`config.mk`:
```
export PLATFORM = sky130hd
export DESIGN_NAME = serial_add_ctrl
export DESIGN_NICKNAME = d
export VERILOG_FILES = /design/src/rtl/serial_add_pkg.sv /design/src/rtl/serial_add_ctrl_fa.sv /design/src/rtl/serial_add_ctrl.sv
export SDC_FILE = /design/constraint.sdc
export NUM_CORES = 1
export LEC_CHECK = 0
export CAP_MARGIN = 5
export CORE_AREA = 3 3 61 58
export CTS_CLUSTER_DIAMETER = 40
export CTS_CLUSTER_SIZE = 30
export DETAILED_ROUTE_END_ITERATION = 8
export DIE_AREA = 0 0 64 61
export GPL_ROUTABILITY_DRIVEN = 0
export PLACE_DENSITY = 0.71
export SYNTH_ARGS = -nofsm -noshare
export SYNTH_HDL_FRONTEND = slang
export SYNTH_SLANG_ARGS = --single-unit
```
`constraint.sdc`:
```
create_clock -name clk -period 1.4 [get_ports clk]
set_input_delay 0.14 -clock clk [delete_from_list [all_inputs] [get_ports clk]]
set_output_delay 0.14 -clock clk [all_outputs]
set_load 0.02 [all_outputs]
```
`src/rtl/serial_add_pkg.sv`:
```
// Shared definitions for the bit-serial adder controller: FSM encoding and
// a constant clog2 used to size the bit counter.
package serial_add_pkg;

  typedef enum logic [1:0] {
    S_IDLE = 2'd0,
    S_RUN  = 2'd1,
    S_DONE = 2'd2
  } state_e;

  function automatic int clog2(input int v);
    int r;
    r = 0;
    while ((1 << r) < v) r++;
    return r;
  endfunction

endpackage

```
`src/rtl/serial_add_ctrl_fa.sv`:
```
// One-bit combinational full-adder cell.
module fa (
  input  logic a,
  input  logic b,
  input  logic cin,
  output logic sum,
  output logic cout
);

  assign sum  = a ^ b ^ cin;
  assign cout = (a & b) | (a & cin) | (b & cin);

endmodule

```
`src/rtl/serial_add_ctrl.sv`:
```
// Bit-serial adder: sequences one fa cell over WIDTH cycles, LSB first,
// behind a start/busy/done handshake.
module serial_add_ctrl
  import serial_add_pkg::*;
#(
  parameter int WIDTH = 8
) (
  input  logic             clk,
  input  logic             rst,
  input  logic             start,
  input  logic [WIDTH-1:0] a,
  input  logic [WIDTH-1:0] b,
  input  logic             cin,
  output logic             busy,
  output logic             done,
  output logic [WIDTH-1:0] sum,
  output logic             cout
);

  localparam int            CW   = (clog2(WIDTH + 1) < 1) ? 1 : clog2(WIDTH + 1);
  localparam logic [CW-1:0] LAST = CW'(WIDTH - 1);

  state_e           state_q, state_d;
  logic [WIDTH-1:0] sha_q, sha_d;
  logic [WIDTH-1:0] shb_q, shb_d;
  logic [WIDTH-1:0] sum_q, sum_d;
  logic             carry_q, carry_d;
  logic             cout_q, cout_d;
  logic [CW-1:0]    cnt_q, cnt_d;
  logic             fa_sum, fa_cout;

  fa u_fa (
    .a    (sha_q[0]),
    .b    (shb_q[0]),
    .cin  (carry_q),
    .sum  (fa_sum),
    .cout (fa_cout)
  );

  always_comb begin
    state_d = state_q;
    sha_d   = sha_q;
    shb_d   = shb_q;
    sum_d   = sum_q;
    carry_d = carry_q;
    cout_d  = cout_q;
    cnt_d   = cnt_q;
    case (state_q)
      S_RUN: begin
        sha_d          = sha_q >> 1;
        shb_d          = shb_q >> 1;
        sum_d          = sum_q >> 1;
        sum_d[WIDTH-1] = fa_sum;
        carry_d        = fa_cout;
        cnt_d          = cnt_q + CW'(1);
        if (cnt_q == LAST) begin
          state_d = S_DONE;
          cout_d  = fa_cout;
        end
      end
      // IDLE, DONE and the unused encoding all accept a new request.
      default: begin
        if (start) begin
          state_d = S_RUN;
          sha_d   = a;
          shb_d   = b;
          carry_d = cin;
          cnt_d   = '0;
          sum_d   = '0;
        end else begin
          state_d = S_IDLE;
        end
      end
    endcase
  end

  always_ff @(posedge clk) begin
    if (rst) begin
      state_q <= S_IDLE;
      sha_q   <= '0;
      shb_q   <= '0;
      sum_q   <= '0;
      carry_q <= 1'b0;
      cout_q  <= 1'b0;
      cnt_q   <= '0;
    end else begin
      state_q <= state_d;
      sha_q   <= sha_d;
      shb_q   <= shb_d;
      sum_q   <= sum_d;
      carry_q <= carry_d;
      cout_q  <= cout_d;
      cnt_q   <= cnt_d;
    end
  end

  assign busy = (state_q == S_RUN);
  assign done = (state_q == S_DONE);
  assign sum  = sum_q;
  assign cout = cout_q;

endmodule

```
### Word-level counts from Yosys, hierarchy flattened

Cells that the tools add are included.

| storage, ports and cells | value |
|---|---|
| bits in registers | 32 |
| bits in latches | 0 |
| bits in writable memories | 0 |
| bits in read-only memories | 0 |
| bits of input ports | 20 |
| output and inout bits | 11 |
| memories kept | 0 |

| cells by class | value |
|---|---|
| $add $sub $neg | 1 |
| multipliers | 0 |
| divide/modulo/power cells | 0 |
| order comparisons | 0 |
| equality and inequality tests | 4 |
| shifts and indexed selects | 0 |
| muxes and demuxes | 13 |
| bitwise gates (word level) | 7 |
| reduce and logical (&&, ||, !) cells | 3 |

Operators with widths:

| operator | count |
|---|---|
| 2-to-1 mux 7 bit | 4 |
| 2-to-1 mux 8 bit | 2 |
| 2-to-1 mux 4 bit | 2 |
| adder 4 x 1 -> 4 bit (second input constant) | 1 |
| equality test 4 x 3 -> 1 bit (second input constant) | 1 |
| 2-to-1 mux 2 bit | 2 |
| bitwise AND 1 bit | 3 |
| 2-to-1 mux 1 bit | 3 |
| equality test 2 x 1 -> 1 bit (second input constant) | 1 |
| equality test 2 bit (second input constant) | 1 |
| != test 2 x 1 -> 1 bit (second input constant) | 1 |
| bitwise OR 1 bit | 2 |
| AND reduction 2 bit | 1 |
| nonzero test 2 bit | 1 |
| OR reduction 2 bit | 1 |
| bitwise XOR 1 bit | 2 |

### Longest topological paths before layout

| depth | value |
|---|---|
| depth after elaboration | 4 |
| depth in mapped cells | 6 |
| mapped depth without buffers | 4 |

### By module

A second synthesis with hierarchy kept.

| second synthesis, totals | value |
|---|---|
| cells, all modules | 143 |
| area total of the unflattened synthesis | 1372.6 um^2 |

Modules (own cells, without submodules):

| module | instances | cells an instance | area each (um^2) |
|---|---|---|---|
| serial_add_ctrl | 1 | 142 | 1352.5 |
| fa | 1 | 1 | 20.0 |

### Least setup slack after synthesis

OpenSTA, ideal clock, no wires.

| path | value |
|---|---|
| path type | reg-to-reg |
| start point | reg state_q[1] |
| end point | reg cnt_q[2] |
| setup time | 0.079 ns |
| arrival | 1.120 ns |
| data required time | 1.321 ns |
| slack | 0.201 ns |
| cell stages (with the launch flop) | 6 |
| cells stage by stage | dfxtp_1 nand2b_1 buf_4 inv_4 mux2_4 a211oi_2 |

| on the way | value |
|---|---|
| cells in the longest elaborated chain, start to end | 2 |
| elaborated cells between the ends (all ways) | 3 |

RTL lines:

| item | line | RTL |
|---|---|---|
| from (decl) | serial_add_ctrl.sv:23 | `state_e state_q, state_d;` |
| from (signal assigned) | serial_add_ctrl.sv:87 | `state_q <= state_d;` |
| equality test 2 x 1 -> 1 bit (*) | serial_add_ctrl.sv:48 | `case (state_q)` |
| 2-to-1 mux 4 bit or nonzero test 2 bit (tied branches) | -- |  |
| to (signal assigned) | serial_add_ctrl.sv:93 | `cnt_q <= cnt_d;` |
| to (decl) | serial_add_ctrl.sv:29 | `logic [CW-1:0] cnt_q, cnt_d;` |

Every way passes the cells marked *; elsewhere a longest branch is shown, timed or not.
A chain may end at the register's enable or synchronous reset.

### Worst setup path in the final report

| path | value |
|---|---|
| start point | reg state_q[1] |
| end point | reg sha_q[5] |

| on the way | value |
|---|---|
| cells in the longest elaborated chain, start to end | 2 |
| elaborated cells between the ends (all ways) | 3 |

RTL lines:

| item | line | RTL |
|---|---|---|
| equality test 2 x 1 -> 1 bit (*) | serial_add_ctrl.sv:48 |  |
| 2-to-1 mux 7 bit or nonzero test 2 bit (tied branches) | -- |  |
| to (signal assigned) | serial_add_ctrl.sv:80 | `sha_q <= '0;` |
| to (signal assigned) | serial_add_ctrl.sv:88 | `sha_q <= sha_d;` |
| to (decl) | serial_add_ctrl.sv:24 | `logic [WIDTH-1:0] sha_q, sha_d;` |

Marks and branches as above.

==> flow_metrics.py <==
metrics = {
    "critical_path": {
        "crit_family": "buffers and inverters",
        "arrival_ns": 1.51,
        "cp-end-kind": "register",
        "cp-start-kind": "register",
        "r2r-start": "state_q[1]$_SDFFE_PP0P_",
        "required_ns": 1.64,
        "worst-path-stages": 5,
        "critPathBufInv": 2,
        "r2r_cells": 5,
        "crit_end": "sha_q[5]$_SDFFE_PP0P_",
        "worstSetupPathType": "register to register",
        "cp_slowest_cell": "dfxtp_1",
        "path_cells": "nand2b_1 > buf_4 > buf_4 > nor2_1 > a211oi_1",
        "cp_max_fo": 20,
        "startpoint": "state_q[1]$_SDFFE_PP0P_",
        "reg2reg_slack_ns": 0.12,
        "cp_slowest_stage_delay_ns": 0.33,
        "cp_common_cell": "buf_4",
        "r2r_end": "sha_q[5]$_SDFFE_PP0P_",
    },
    "timing": {
        "slew_headroom_pct": 76.2,
        "hold_viol_final": 0,
        "fin_crit_sh_pct": 91.3,
        "period_minus_slack_ns": 1.28,
        "tightestPinTransition_ns": 0.357,
        "skew_ns": 0.00883,
        "setup_viol": 0,
        "clock.fmax_mhz": 783,
        "rsz0062_at_grt": "no",
        "slew_violations": 0,
    },
    "routing": {
        "drt_wl_total_um": 2850,
        "via_per_inst": 5.22,
        "drtIter0Drc": 50,
        "ant_nets": 0,
        "wl_met2_um": 1380,
        "wl_met1_um": 1290,
        "highest_layer": "met4",
        "wl_met3_um": 136,
        "vias": 1158,
        "firstDrtPassIters": 4,
        "wl_per_cell_um": 12.8,
        "remaining_drc_errors": 0,
    },
    "clocking": {
        "cts-resized-gates": 12,
        "post_cts_buffers": 0,
        "cts_tree": "built",
        "clkSlewWorstSetupHoldPaths_ns": 0.09,
        "cts_made_buffers": 5,
        "cts_root_buf": "clkbuf_4",
        "clock_sinks": 32,
        "clock_latency_ns": 0.32,
        "ctsHoldBuffers": 0,
        "cts-htree-levels": 2,
        "cts.path.max_buffers": 2,
    },
    "logic_synthesis": {
        "ys_seq_area_share_pct": 47.1,
        "synth_top_family_by_area": "compound AO/OA/AOI/OAI gates",
        "synth_compound_area_share_pct": 16.2,
        "yosys.area_share.xor_xnor_pct": 0,
        "ys_warn_count": 0,
        "syn_avg_cell_area_um2": 9.31,
        "yosys.area_share.simple_pct": 15.3,
        "yosysTopAreaCell": "dfxtp_1",
        "synth_mux_area_share_pct": 12.9,
        "ys_types": 24,
        "synth_seq_cells": 32,
        "synth.area.top_cells": "dfxtp_1 47%, mux2i_1 12%, a211oi_1 9.4%",
        "netlist_instances": 146,
        "synth_adder_area_share_pct": 2.39,
        "synth_nets": 168,
        "yosysTopAreaCellShare_pct": 47.1,
        "syn_area_um2": 1360,
    },
    "hold_path": {
        "hold_class": "primary input to register",
    },
    "power": {
        "vdd_ir_drop_max_uv": 732,
        "power_density_nw_per_um2": 974,
        "leakage_nw": 0.744,
    },
    "floorplanning": {
        "dieHeight_um": 61,
        "rows": 19,
        "core_region_area_um2": 2970,
        "fp.dieW_um": 64,
        "io_pins": 31,
        "start_util_pct": 45.7,
        "die_area_um2": 3900,
    },
    "global_route": {
        "antenna_found_initial": 0,
        "grt_overflow": 0,
        "grt_pass1_vias": 1104,
        "grt_max_degree": 33,
        "grt_pass1_wl_um": 4730,
        "grt_util_all_layers_pct": 15.9,
    },
    "finish": {
        "fill_cells": 272,
        "area_growth_pct": 30.9,
        "drive_gt1_share_pct": 10.6,
        "n_antenna_cell": 0,
        "fin_nets": 202,
        "fin_cells": 222,
        "regArea_um2": 641,
        "multiInputGateArea_um2": 636,
        "finish.utilization_pct": 59.9,
    },
    "flow_run": {
        "cap_violations": 0,
    },
    "placement": {
        "place_inst": 215,
        "io_buffers": 30,
        "dp_hpwl_um": 2050,
    },
    "status": {
        "status": "complete, no violations",
    },
}
per-layer routing:
metal	GRT usage, %	vias up
met1	18.3	541
li1	-	586
met4	6.46	0
met2	27.1	25
met3	6.11	6
met5	0	-
Yosys cell counts:
cell      instances
inv_4             1
nor2_1           14
mux2i_1          16
or3_1             1
nand2_1           9
buf_4             1
and4_1            1
a211oi_1         17
o211a_1           1
a41oi_1           1
mux2_4            1
nand3_1          13
ha_1              1
nand2b_1          3
a21oi_1          11
fa_1              1
nor3_1            2
a31oi_1           1
clkbuf_1          4
dfxtp_1          32
nor2b_1           2
buf_2             7
a211oi_2          1
inv_1             5
power by group:
part	internal [mW]	switching, mW
Combinational	0.146	0.134
Clock	0.185	0.283
Sequential	0.959	0.0273
Total	1.29	0.444
registers in the layout, summed over array words and instances, names as in the netlist:
signal and count:
sum 8, cout 1, sha_q 8, carry_q 1, shb_q 8, state_q 2
cnt_q 4
placed cells by master (no fill, tap or decap), drive strengths merged:
cell | Yosys | layout
o211a | 1 | 1
a41oi | 1 | 1
mux2 | 1 | 1
mux2i | 16 | 16
clkdlybuf4s50 | 0 | 19
nand3 | 13 | 13
clkbuf | 4 | 7
nor2b | 2 | 2
nor3 | 2 | 2
and4 | 1 | 1
nand2 | 9 | 9
or3 | 1 | 1
clkinv | 0 | 1
ha | 1 | 1
dfxtp | 32 | 32
fa | 1 | 1
buf | 8 | 9
dlygate4sd2 | 0 | 10
a211oi | 18 | 18
nor2 | 14 | 14
nand2b | 3 | 3
a21oi | 11 | 11
inv | 6 | 6
a31oi | 1 | 1
layout make-up:
type                    instances  area share [%]
flip-flops and latches         32            36.0
multi-input cells              96            35.7
repair buffers                 39            21.3
well taps                      42            2.95
clock buffers                   6            2.32
inverters                       6            1.41
clock inverters                 1           0.281
how the worst min path moves through the flow:
| stage | slack (ns) | cells after the start | start | to |
|---|---|---|---|---|
| 2_1_floorplan | 0.21 | 1 | rst | state_q[1]$_SDFFE_PP0P_ |
| 3_3_place_gp | 0.45 | 2 | sum[5]$_SDFFE_PP0P_ | sum[4]$_SDFFE_PP0P_ |
| 3_5_place_dp | 0.46 | 2 | sum[5]$_SDFFE_PP0P_ | sum[4]$_SDFFE_PP0P_ |
| 4_1_cts | 0.45 | 3 | a[7] | sha_q[7]$_SDFFE_PP0P_ |
| 5_1_grt | 0.46 | 3 | b[5] | shb_q[5]$_SDFFE_PP0P_ |
| 6_report | 0.45 | 3 | a[7] | sha_q[7]$_SDFFE_PP0P_ |
worst register-to-register path: stages (launching register included):
cell,delay [ns]
dfxtp_1,0.33
nand2b_1,0.18
buf_4,0.15
buf_4,0.23
nor2_1,0.10
a211oi_1,0.22
cells by family after synthesis:
family / Yosys count
and+or+nand+nor: 45
buffers and inverters: 18
muxes: 17
adders and majority gates: 2
AOI/OAI and AO/OA: 32
DFF: 32
through the flow:
stage          total power [mW]  area [um^2]  hold slack [ns]  setup slack [ns]  setup TNS, ns
5_1_grt                    1.83         1780            0.462            0.0382              0
3_3_place_gp               1.28         1750            0.454            0.0532              0
4_1_cts                    1.75         1780            0.450            0.0182              0
3_5_place_dp               1.29         1750            0.458          -0.00501       -0.00501
6_report                   1.73         1780            0.453             0.122              0
2_1_floorplan              1.16         1360            0.212             0.201              0
Power figures use the tool's default switching activity.
